`src/rtl/load_control_seq_pkg.sv`:
```
// load_control_seq_pkg: load/store type encodings and load FSM states shared by the load path
package load_control_seq_pkg;
    localparam logic [1:0] LS_WORD = 2'b00;
    localparam logic [1:0] LS_HALF = 2'b01;
    localparam logic [1:0] LS_BYTE = 2'b10;
    typedef enum logic [1:0] {
        S_IDLE = 2'b00,
        S_REQ  = 2'b01,
        S_WAIT = 2'b10,
        S_DONE = 2'b11
    } state_t;
endpackage

```
`src/rtl/load_control_seq_if.sv`:
```
// load_control_seq_if: request, memory and result signals of the load unit
interface load_control_seq_if;
    logic        start;
    logic [1:0]  LS_control;
    logic [31:0] addr;
    logic [31:0] mem_data_in;
    logic [31:0] mem_addr;
    logic        mem_rd;
    logic        busy;
    logic        done;
    logic [31:0] LS_out;
    logic [31:0] mdr_out;
    modport master (
        output start, LS_control, addr, mem_data_in,
        input  mem_addr, mem_rd, busy, done, LS_out, mdr_out
    );
    modport slave (
        input  start, LS_control, addr, mem_data_in,
        output mem_addr, mem_rd, busy, done, LS_out, mdr_out
    );
endinterface

```
`src/rtl/load_format.sv`:
```
// load_format: selects the low word/half/byte of a fetched word and fills the upper bits
module load_format
    import load_control_seq_pkg::*;
#(
    parameter bit SIGN_EXT = 1'b0
) (
    input  logic [31:0] word,
    input  logic [1:0]  ls_type,
    output logic [31:0] formatted
);
    logic [15:0] fill_h;
    logic [23:0] fill_b;
    always_comb begin
        fill_h    = SIGN_EXT ? {16{word[15]}} : 16'h0;
        fill_b    = SIGN_EXT ? {24{word[7]}} : 24'h0;
        formatted = ls_type == LS_HALF ? {fill_h, word[15:0]} :
                    ls_type == LS_BYTE ? {fill_b, word[7:0]} : word;
    end
endmodule

```
`src/rtl/load_control_seq.sv`:
```
// load_control_seq: one memory read per request, fixed latency, formatted lw/lh/lb result
module load_control_seq
    import load_control_seq_pkg::*;
#(
    parameter int MEM_LATENCY = 1,
    parameter bit SIGN_EXT    = 1'b0
) (
    input logic               clk,
    input logic               reset,
    load_control_seq_if.slave bus
);
    state_t      state;
    logic [3:0]  cnt;
    logic [1:0]  type_q;
    logic [31:0] fmt;
    logic [31:0] mem_addr;
    logic        mem_rd;
    logic        busy;
    logic        done;
    logic [31:0] ls_out;
    logic [31:0] mdr_out;

    load_format #(.SIGN_EXT(SIGN_EXT)) u_fmt (
        .word      (bus.mem_data_in),
        .ls_type   (type_q),
        .formatted (fmt)
    );

    // the counter is reloaded in REQ so WAIT lasts exactly MEM_LATENCY cycles
    always_ff @(posedge clk or negedge reset) begin
        if (!reset) begin
            state    <= S_IDLE;
            cnt      <= '0;
            type_q   <= LS_WORD;
            mem_addr <= '0;
            mem_rd   <= 1'b0;
            busy     <= 1'b0;
            done     <= 1'b0;
            ls_out   <= '0;
            mdr_out  <= '0;
        end else begin
            case (state)
                S_IDLE: if (bus.start) begin
                    mem_addr <= bus.addr;
                    type_q   <= bus.LS_control;
                    mem_rd   <= 1'b1;
                    busy     <= 1'b1;
                    state    <= S_REQ;
                end
                S_REQ: begin
                    mem_rd <= 1'b0;
                    cnt    <= 4'(MEM_LATENCY - 1);
                    state  <= S_WAIT;
                end
                S_WAIT: if (cnt != 4'd0) begin
                    cnt <= cnt - 4'd1;
                end else begin
                    mdr_out <= bus.mem_data_in;
                    ls_out  <= fmt;
                    done    <= 1'b1;
                    state   <= S_DONE;
                end
                S_DONE: begin
                    done  <= 1'b0;
                    busy  <= 1'b0;
                    state <= S_IDLE;
                end
                default: state <= S_IDLE;
            endcase
        end
    end

    assign bus.mem_addr = mem_addr;
    assign bus.mem_rd   = mem_rd;
    assign bus.busy     = busy;
    assign bus.done     = done;
    assign bus.LS_out   = ls_out;
    assign bus.mdr_out  = mdr_out;
endmodule

```
`src/flat_wrapper.sv`:
```
// flat-port wrapper written by rule: the top's interface ports become plain ports
module load_control_seq_flat import load_control_seq_pkg::*;
#(
    parameter int MEM_LATENCY = 1,
    parameter bit SIGN_EXT    = 1'b0
)
  (clk, reset, bus_start, bus_LS_control, bus_addr, bus_mem_data_in, bus_mem_addr, bus_mem_rd, bus_busy, bus_done, bus_LS_out, bus_mdr_out);
  load_control_seq_if bus_i ();
  input logic clk;
  input logic reset;
  input wire logic [$bits(bus_i.start)-1:0] bus_start;
  input wire logic [$bits(bus_i.LS_control)-1:0] bus_LS_control;
  input wire logic [$bits(bus_i.addr)-1:0] bus_addr;
  input wire logic [$bits(bus_i.mem_data_in)-1:0] bus_mem_data_in;
  output wire logic [$bits(bus_i.mem_addr)-1:0] bus_mem_addr;
  output wire logic [$bits(bus_i.mem_rd)-1:0] bus_mem_rd;
  output wire logic [$bits(bus_i.busy)-1:0] bus_busy;
  output wire logic [$bits(bus_i.done)-1:0] bus_done;
  output wire logic [$bits(bus_i.LS_out)-1:0] bus_LS_out;
  output wire logic [$bits(bus_i.mdr_out)-1:0] bus_mdr_out;
  assign bus_i.start = bus_start;
  assign bus_i.LS_control = bus_LS_control;
  assign bus_i.addr = bus_addr;
  assign bus_i.mem_data_in = bus_mem_data_in;
  assign bus_mem_addr = bus_i.mem_addr;
  assign bus_mem_rd = bus_i.mem_rd;
  assign bus_busy = bus_i.busy;
  assign bus_done = bus_i.done;
  assign bus_LS_out = bus_i.LS_out;
  assign bus_mdr_out = bus_i.mdr_out;
  load_control_seq #(.MEM_LATENCY(MEM_LATENCY), .SIGN_EXT(SIGN_EXT)) u_core (.clk(clk), .reset(reset), .bus(bus_i));
endmodule
```
`config.mk`:
```
export PLATFORM = sky130hd
export DESIGN_NAME = load_control_seq_flat
export DESIGN_NICKNAME = d
export VERILOG_FILES = /design/src/rtl/load_control_seq_pkg.sv /design/src/rtl/load_control_seq_if.sv /design/src/rtl/load_format.sv /design/src/rtl/load_control_seq.sv /design/src/flat_wrapper.sv
export SDC_FILE = /design/constraint.sdc
export NUM_CORES = 1
export LEC_CHECK = 0
export CORE_MARGIN = 2
export CORE_UTILIZATION = 35
export CTS_CLUSTER_SIZE = 20
export DETAILED_ROUTE_END_ITERATION = 6
export GPL_ROUTABILITY_DRIVEN = 1
export MAX_ROUTING_LAYER = met4
export PLACE_DENSITY_LB_ADDON = 0.25
export SLEW_MARGIN = 0
export SYNTH_ARGS = -nofsm -noshare
export SYNTH_HDL_FRONTEND = slang
export SYNTH_SLANG_ARGS = --single-unit
```
`constraint.sdc`:
```
create_clock -name clk -period 1.9 [get_ports clk]
set_input_delay 0.38 -clock clk [delete_from_list [all_inputs] [get_ports clk]]
set_output_delay 0.38 -clock clk [all_outputs]
set_load 0.005 [all_outputs]
```
After elaboration in Yosys (flattened, before gate mapping)
Index checks and enable logic that the tools add are counted.

word-level totals
  flip-flop bits (word level) = 107
  input bits = 69
  output and inout bits = 99
  word-level logic and storage cells = 44

cells by class
  add/sub/neg operators = 1
  equality and inequality tests = 8
  mux-type cells = 12
  bitwise operators = 1
  reduce and logical (&&, ||, !) cells = 13

operators with widths
  operator               count
  $mux W32               2
  $reduce_and A2 Y1      7
  $pmux W2 S4            1
  $pmux W4 S2            1
  $reduce_bool A2 Y1     4
  $eq A2 B2 Y1 const B   3
  $pmux W1 S2            3
  $eq A2 B1 Y1 const B   2
  $mux W2                2
  $mux W4                1
  $ne A2 B2 Y1 const B   2
  $reduce_bool A4 Y1     1
  $sub A4 B1 Y4 const B  1
  $logic_not A2 Y1       1
  $mux W1                2
  $ne A2 B1 Y1 const B   1
  $not A1 Y1             1

Longest topological paths before layout
Gate-level depths: netlist of run 1.

  depth in word-level cells = 3
  gate-level depth with buffers = 8
  mapped depth without buffers = 5

Modules after synthesis
Synthesis of run 1 repeated with hierarchy kept, for this count alone.

second synthesis, totals
  cell total of the unflattened synthesis = 292
  area total of the unflattened synthesis = 4451.8 µm²

modules (own cells, without submodules)
  module            times used  cells each  area each (µm²)  seq. area each (µm²)
  load_control_seq  1           257         4214.0           2677.6
  load_format       1           35          237.7            0.0

Worst setup path before layout of run 1
OpenSTA, ideal clock, no wires.

  path kind = register -> register
  from = register u_core.cnt[0]
  to = register u_core.state[1]
  setup time = 128 ps
  arrival time = 1635 ps
  setup slack = 137 ps
  stages on the path, launching flop included = 7
  buffers on the path = 1
  clock period less this slack = 1763 ps
  cells stage by stage = dfrtp_1 inv_1 ha_1 or3b_1 buf_6 a21oi_4 mux2_1

on the way
  word-level cells in the longest chain between the ends = 3

ends and longest elaborated chain
  item                                RTL line                text
  start, declared                     load_control_seq.sv:13  logic [3:0] cnt;
  start signal, assigned              load_control_seq.sv:52  cnt <= 4'(MEM_LATENCY - 1);
  start signal, assigned              load_control_seq.sv:56  cnt <= cnt - 4'd1;
  $reduce_bool A4 Y1                  load_control_seq.sv:55  S_WAIT: if (cnt != 4'd0) begin
  $ne A2 B2 Y1 (no source line)       -
  $reduce_and A2 Y1 (no source line)  -
  end signal, assigned                load_control_seq.sv:53  state <= S_WAIT;
  end signal, assigned                load_control_seq.sv:61  state <= S_DONE;
  end signal, assigned                load_control_seq.sv:66  state <= S_IDLE;
  end, declared                       load_control_seq.sv:12  state_t state;

No other way between the ends.
A chain may end at the register's enable or synchronous reset.

Worst setup path after layout of run 1
  from = register u_core.cnt[0]
  to = register u_core.mdr_out[3] (netlist: u_core.bus.mdr_out[3])

on the way
  word-level cells in the longest chain between the ends = 3

ends and longest elaborated chain
  item                                RTL line                text
  $reduce_bool A4 Y1                  load_control_seq.sv:55
  $not A1 Y1 (no source line)         -
  $reduce_and A2 Y1 (no source line)  -
  end signal, assigned                load_control_seq.sv:58  mdr_out <= bus.mem_data_in;
  end, declared                       load_control_seq.sv:21  logic [31:0] mdr_out;

No other way between the ends.

==> flow_summary_export.csv, run 1 <==
group,metric,value,unit
detailed_routing,dr.pass1.iters,4,
final_layout,fillers,954,
final_layout,diodes,0,
placed_design,gp_congestion,0.7166,
timing,rsz0062_at_grt,"false",
placed_design,dp_hpwl,6410,um
logic_synthesis,yosysMostFrequentCell,"dfrtp_1",
detailed_routing,post_drt_wl_per_cell,15.06,um
detailed_routing,dr_wl_met2,3856,um
run,cap_violations,0,
run_status,outcome,"finished, final reports clean",
die,die-area,12100,sq um
logic_synthesis,yosysSeqAreaShare,0.6300,
logic_synthesis,ys_warn_count,0,
detailed_routing,met1Wirelength,3743,um
timing,skew,0.007863,ns
logic_synthesis,postSynth.asyncResetShare,1.000,
detailed_routing,route.vias.total,2719,
power,total_power,0.009624,W
critical_path,reg2reg_setup_slack,0.16,ns
detailed_routing,antenna_left,0,
clocking,clkSinkCount,99,
logic_synthesis,synth_area,3933,sq um
detailed_routing,routed_wl,8735,um
placed_design,port_buffers,167,
die,design.core.area,10890,sq um
timing,min_period,1.736,ns
grt,grt_max_degree,59,
logic_synthesis,synthTopCellsByCount,"dfrtp_1 (99), mux2_2 (67), nand2_1 (19), a22o_1 (18), buf_4 (11)",
grt,grtUsageTotal,0.1515,
final_layout,multiInputGateArea,1291,sq um
critical_path,required,2.14,ns
clocking,clk_latency,0.36,ns
clocking,cts_buffers,9,
critical_path,crit_arrival,1.98,ns
logic_synthesis,avgSynthCellArea,14.62,sq um
timing,fmax,576.2,MHz
final_layout,drive_above_1_share,0.2182,
logic_synthesis,synth_ff_type,"dfrtp_1",
grt,grt_pass1_vias,2856,
critical_path,worstSetupStartpointType,"register",
die,dieWidth,110,um
detailed_routing,drtIter0Drc,87,
die,initial_core_util,0.3612,
logic_synthesis,synth_top_area_cell,"dfrtp_1",
die,rows,38,
logic_synthesis,yosysTopAreaCellShare,0.6300,
critical_path,crit_fanout,22,
clocking,path_clk_slew,0.10,ns
logic_synthesis,synth_nets,343,
logic_synthesis,syn_inst,269,
critical_path,critPathKind,"reg2reg",
power,vdd_drop_max,0.7707,mV
timing,post-route-period-util,0.9135,
timing,tightest_slew,0.4034,ns
logic_synthesis,synth_edf_count,0,
clocking,cts-root-buf,"clkbuf_8",
critical_path,r2r_cells,6,
timing,finalSetupViolCount,0,
detailed_routing,highest_layer,"met4",
logic_synthesis,synth_area_leaders,"dfrtp_1 (63%), mux2_2 (19%), a22o_1 (4.0%), buf_4 (2.1%), nand2_1 (1.8%)",
clocking,ctsLongestPathBuffers,2,
timing,setup_tns,0,ns
grt,grt.overflow.total,0,
clocking,cts_tree,"done",
detailed_routing,drcViolationCount,0,
die,fp.dieH,110,um
final_layout,final_cells,580,
final_layout,finalNetCount,509,
timing,final-max-slew-violation-count,0,
grt,antenna_found_initial,0,
final_layout,area_growth,51.99,%
die,io_pins,168,
power,powerDensity,1610,nW/um^2
timing,hold_viol,0,
power,leakagePower,2.553,nW
critical_path,setup.worst_path.end_class,"register",
clocking,cts_max_level,3,
worst_hold_path,hold_class,"in2async",
logic_synthesis,ys_types,28,
detailed_routing,met3RoutedLength,992,um
timing,slew_headroom,0.7311,
placed_design,dp.cells,563,
grt,grt_pass1_wl,13580,um
clocking,cts_resized,0,
final_layout,register_area,2477,sq um
logic_synthesis,synth-seq-cells,99,
detailed_routing,vias_per_cell,4.688,
placed cells by master, fill, tap and decap left out, drive strengths merged, types with 3 or more instances in the layout:
cell             n
clkdlybuf4s50  166
dfrtp           99
mux2            68
nand2           19
a22o            18
o21ai           10
clkbuf          10
buf             10
inv              6
ha               5
nor2             4
a21oi            4
mux2i            3
per-stage QoR:
step                      setup slack [ns]  instance area [sq um]  hold WS [ns]  utilization
final                               0.1644                   5977        0.4114       0.5490
after floorplan                     0.1374                   3933       0.08441            -
after CTS                           0.1671                   5977        0.3894       0.5490
after detailed placement            0.1815                   5741        0.2508       0.5272
after global routing               0.07900                   5977        0.4095       0.5490
after global placement              0.1955                   5741        0.2473       0.5272
cells by family (layout without fill, tap and decap cells):
group / count (synthesis) / in the layout / share of synthesized area
AND/OR/NAND/NOR: 30 / 30 / 0.04041
multiplexers: 71 / 71 / 0.2024
flip-flops: 99 / 99 / 0.6300
buffers and inverters: 28 / 199 / 0.04168
adder cells (fa/ha/maj): 5 / 5 / 0.01591
XOR/XNOR: 1 / 1 / 0.002228
AO/OA/AOI/OAI: 35 / 35 / 0.06745
path summary, 6_finish.rpt:
| kind | from | to |
|---|---|---|
| min in group clk | u_core.bus.LS_out[13]$_DFFE_PN0P_ | u_core.bus.LS_out[13]$_DFFE_PN0P_ |
| worst max-delay path | u_core.cnt[0]$_DFFE_PN0P_ | u_core.bus.mdr_out[3]$_DFFE_PN0P_ |
| max in group asynchronous | reset | u_core.bus.mdr_out[29]$_DFFE_PN0P_ |
| worst min register to register | u_core.bus.LS_out[13]$_DFFE_PN0P_ | u_core.bus.LS_out[13]$_DFFE_PN0P_ |
| worst min-delay path | reset | u_core.bus.mem_addr[0]$_DFFE_PN0P_ |
| worst max register to register | u_core.cnt[0]$_DFFE_PN0P_ | u_core.bus.mdr_out[3]$_DFFE_PN0P_ |
per-layer routing:
metal  vias up  GRT usage
met3        10    0.05820
li1       1264          -
met4         0    0.06510
met5         -          -
met1      1320     0.1871
met2       125     0.2217
final cells by class:
cell class                      count  share of cell area
Timing Repair Buffer              177              0.2985
Inverter                            6            0.003768
Clock inverter                      6             0.01486
Sequential cell                    99              0.4145
Clock buffer                       10             0.02303
Multi-Input combinational cell    142              0.2160
Tap cell                          140             0.02931
critical path, cell delays in order, from the launching register on:
cell and delay [ns]:
dfrtp_1 0.39, inv_1 0.07, ha_1 0.21, buf_4 0.15
nand4bb_4 0.12, buf_4 0.30, mux2_2 0.37
sequential cells by signal (all words and copies together), names as in the netlist:
| signal | cells |
|---|---|
| u_core.bus.busy | 1 |
| u_core.state | 2 |
| u_core.bus.done | 1 |
| u_core.bus.LS_out | 24 |
| u_core.bus.mdr_out | 32 |
| u_core.cnt | 4 |
| u_core.bus.mem_rd | 1 |
| u_core.type_q | 2 |
| u_core.bus.mem_addr | 32 |
where the power goes:
group | switching [W] | internal, W
Sequential | 0.000522 | 0.00310
Clock | 0.000725 | 0.000778
Combinational | 0.00152 | 0.00298
timing repair:
item / in CTS / in global routing
endpoints found under the hold margin: 13 / 0
buffers inserted: 0 / 0
hold buffers: 1 / 0
No activity file was read; power rests on OpenSTA's default activity.
==> run 2: changes to the inputs <==
--- a/config.mk
+++ b/config.mk
@@ -11,7 +11,7 @@
 export DETAILED_ROUTE_END_ITERATION = 6
 export GPL_ROUTABILITY_DRIVEN = 1
 export MAX_ROUTING_LAYER = met4
-export PLACE_DENSITY_LB_ADDON = 0.25
+export PLACE_DENSITY = 0.81
 export SLEW_MARGIN = 0
 export SYNTH_ARGS = -nofsm -noshare
 export SYNTH_HDL_FRONTEND = slang
==> constraint.sdc (replaced) <==
create_clock -name clk -period 1.4 [get_ports clk]
set_input_delay 0.28 -clock clk [delete_from_list [all_inputs] [get_ports clk]]
set_output_delay 0.28 -clock clk [all_outputs]
set_load 0.02 [all_outputs]
==> flow_summary_export.csv, run 2 (synthesis gave the netlist of run 1 again) <==
group,metric,value,unit
die,dieWidth,110,um
final_layout,finish.utilization,0.6125,
die,io_pins,168,
clocking,path_clk_slew,0.10,ns
detailed_routing,vias_per_cell,4.717,
grt,grtUsageTotal,0.1729,
timing,hold_viol,0,
clocking,cts_max_level,3,
critical_path,setup.worst_path.end_class,"register",
detailed_routing,dr.pass1.iters,4,
final_layout,register_area,2477,sq um
critical_path,reg2reg_setup_slack,-0.19,ns
detailed_routing,post_drt_wl_per_cell,17.95,um
detailed_routing,routed_wl,11110,um
timing,whs,0.3648,ns
die,design.core.area,10890,sq um
detailed_routing,drtIter0Drc,103,
power,internal_power,0.009805,W
clocking,clkSinkCount,99,
timing,skew,0.01012,ns
grt,grt_pass1_wl,15350,um
detailed_routing,antenna_left,0,
final_layout,area_growth,69.58,%
power,p_sw,0.006104,W
power,leakagePower,3.143,nW
power,vdd_drop_max,1.038,mV
clocking,cts-root-buf,"clkbuf_8",
detailed_routing,drcViolationCount,0,
run_status,violations,"setup timing",
final_layout,drive_above_1_share,0.3570,
die,die-area,12100,sq um
timing,post-route-period-util,1.133,
power,comb_power_share,0.571,
grt,grt_pass1_vias,2986,
power,p_sw_frac,0.3837,
critical_path,r2r_start,"u_core.cnt[1]$_DFFE_PN0P_",
die,fp.dieH,110,um
critical_path,critPathKind,"reg2reg",
critical_path,reg2reg_to,"u_core.state[1]$_DFFE_PN0P_",
worst_hold_path,hold_class,"in2async",
timing,finalSetupViolCount,77,
critical_path,crit_start,"u_core.cnt[1]$_DFFE_PN0P_",
placed_design,port_buffers,167,
timing,tightest_slew,0.4666,ns
critical_path,r2r_cells,5,
grt,grt.overflow.total,0,
clocking,clk_latency,0.36,ns
timing,finalWorstSetupSlack,-0.1865,ns
timing,final-max-slew-violation-count,0,
critical_path,crit_arrival,1.83,ns
clocking,ctsLongestPathBuffers,2,
power,powerDensity,2385,nW/um^2
power,p_seq_frac,0.314,
run,cap_violations,0,
timing,setup_tns,-9.802,ns
critical_path,required,1.65,ns
power,p_clk_frac,0.115,
final_layout,layout_common_cells,"dfrtp_1 (99), clkdlybuf4s50_1 (67), dlygate4sd2_1 (50), mux2_2 (41), clkdlybuf4s15_1 (40)",
final_layout,fillers,883,
grt,antenna_found_initial,0,
critical_path,crit_end,"u_core.state[1]$_DFFE_PN0P_",
clocking,cts_buffers,9,
placed_design,place_ws,-0.1997,ns
run_status,outcome,"complete, but fails checks",
final_layout,diodes,0,
final_layout,final_cells,619,
placed_design,dp_hpwl,7076,um
timing,rsz0062_at_grt,"true",
die,initial_core_util,0.3612,
timing,min_period,1.586,ns
timing,fmax,630.3,MHz
grt,grt_max_degree,42,
placed_design,dp.cells,575,
final_layout,multiInputGateArea,1530,sq um
die,rows,38,
critical_path,crit_fanout,2,
timing,slew_headroom,0.6890,
critical_path,worstSetupStartpointType,"register",
placed_design,gp_congestion,0.7332,
final_layout,finalNetCount,548,
final_layout,mostFrequentLayoutCell,"dfrtp_1",
detailed_routing,route.vias.total,2920,
clocking,cts_tree,"done",
==> run 2: cell count changes in the layout (fill, tap and decap cells not counted), moves of 13 or more <==
cell and delta:
clkdlybuf4s50_1 -99, dlygate4sd2_1 +50, buf_4 +13, mux2_4 +27
mux2_2 -26, clkdlybuf4s15_1 +40
==> run 2: how the worst min path moves through the flow <==
stage | start | end | slack [ns] | depth (start not counted)
6_report | reset | u_core.bus.LS_out[17]$_DFFE_PN0P_ | 0.36 | 2
5_1_grt | reset | u_core.bus.LS_out[17]$_DFFE_PN0P_ | 0.39 | 2
4_1_cts | reset | u_core.bus.LS_out[17]$_DFFE_PN0P_ | 0.37 | 2
3_5_place_dp | reset | u_core.bus.LS_out[18]$_DFFE_PN0P_ | 0.22 | 1
3_3_place_gp | reset | u_core.bus.LS_out[18]$_DFFE_PN0P_ | 0.21 | 1
2_1_floorplan | reset | u_core.bus.LS_out[10]$_DFFE_PN0P_ | -0.02 | 0
==> run 2: stage by stage <==
stage	power, W	area, sq um
after floorplan	0.009421	3994
after global placement	0.01294	5902
after detailed placement	0.01324	5902
after CTS	0.01456	6196
after global routing	0.01678	6669
final	0.01591	6669
==> run 2: routing by layer <==
layer	GRT usage	share of wire	routed length (um)	up-vias
met5	-	0	0	-
met4	0.07052	0.016	177	0
met3	0.03292	0.056	622	15
met2	0.2883	0.52	5806	87
met1	0.2062	0.41	4504	1467
li1	-	-	-	1351
==> run 2: timing repair <==
| action | in CTS | in global routing |
|---|---|---|
| endpoints found under the setup margin | 195 | 136 |
| setup buffers | 5 | 12 |
| hold buffers | 1 | 0 |
| gates resized for setup | 122 | 123 |
| cloned | 4 | 9 |
| endpoints found under the hold margin | 24 | 0 |
| pin swaps | 2 | 11 |
==> run 2: critical path, cell delays in order (launching register included) <==
cell and delay (ns):
dfrtp_1 0.40, inv_2 0.08, ha_4 0.13, or3b_4 0.39
a21oi_4 0.16, mux2_4 0.31
==> run 2: layout make-up <==
cell class                 instances  area share
clock inverter                     5    0.007880
timing repair buffer             216      0.3403
clock buffer                      11     0.02120
multi-input combinational        142      0.2295
tap                              140     0.02627
inverter                           6    0.003377
sequential                        99      0.3715
==> run 2: power groups by stage <==
| stage | sequential, W | clock [W] | combinational (W) |
|---|---|---|---|
| floorplan | 0.00648 | 0 | 0.00294 |
| global placement | 0.00491 | 0 | 0.00804 |
| detailed placement | 0.00500 | 0 | 0.00823 |
| CTS | 0.00490 | 0.00190 | 0.00776 |
| global route | 0.00515 | 0.00201 | 0.00962 |
| finish | 0.00499 | 0.00183 | 0.00909 |
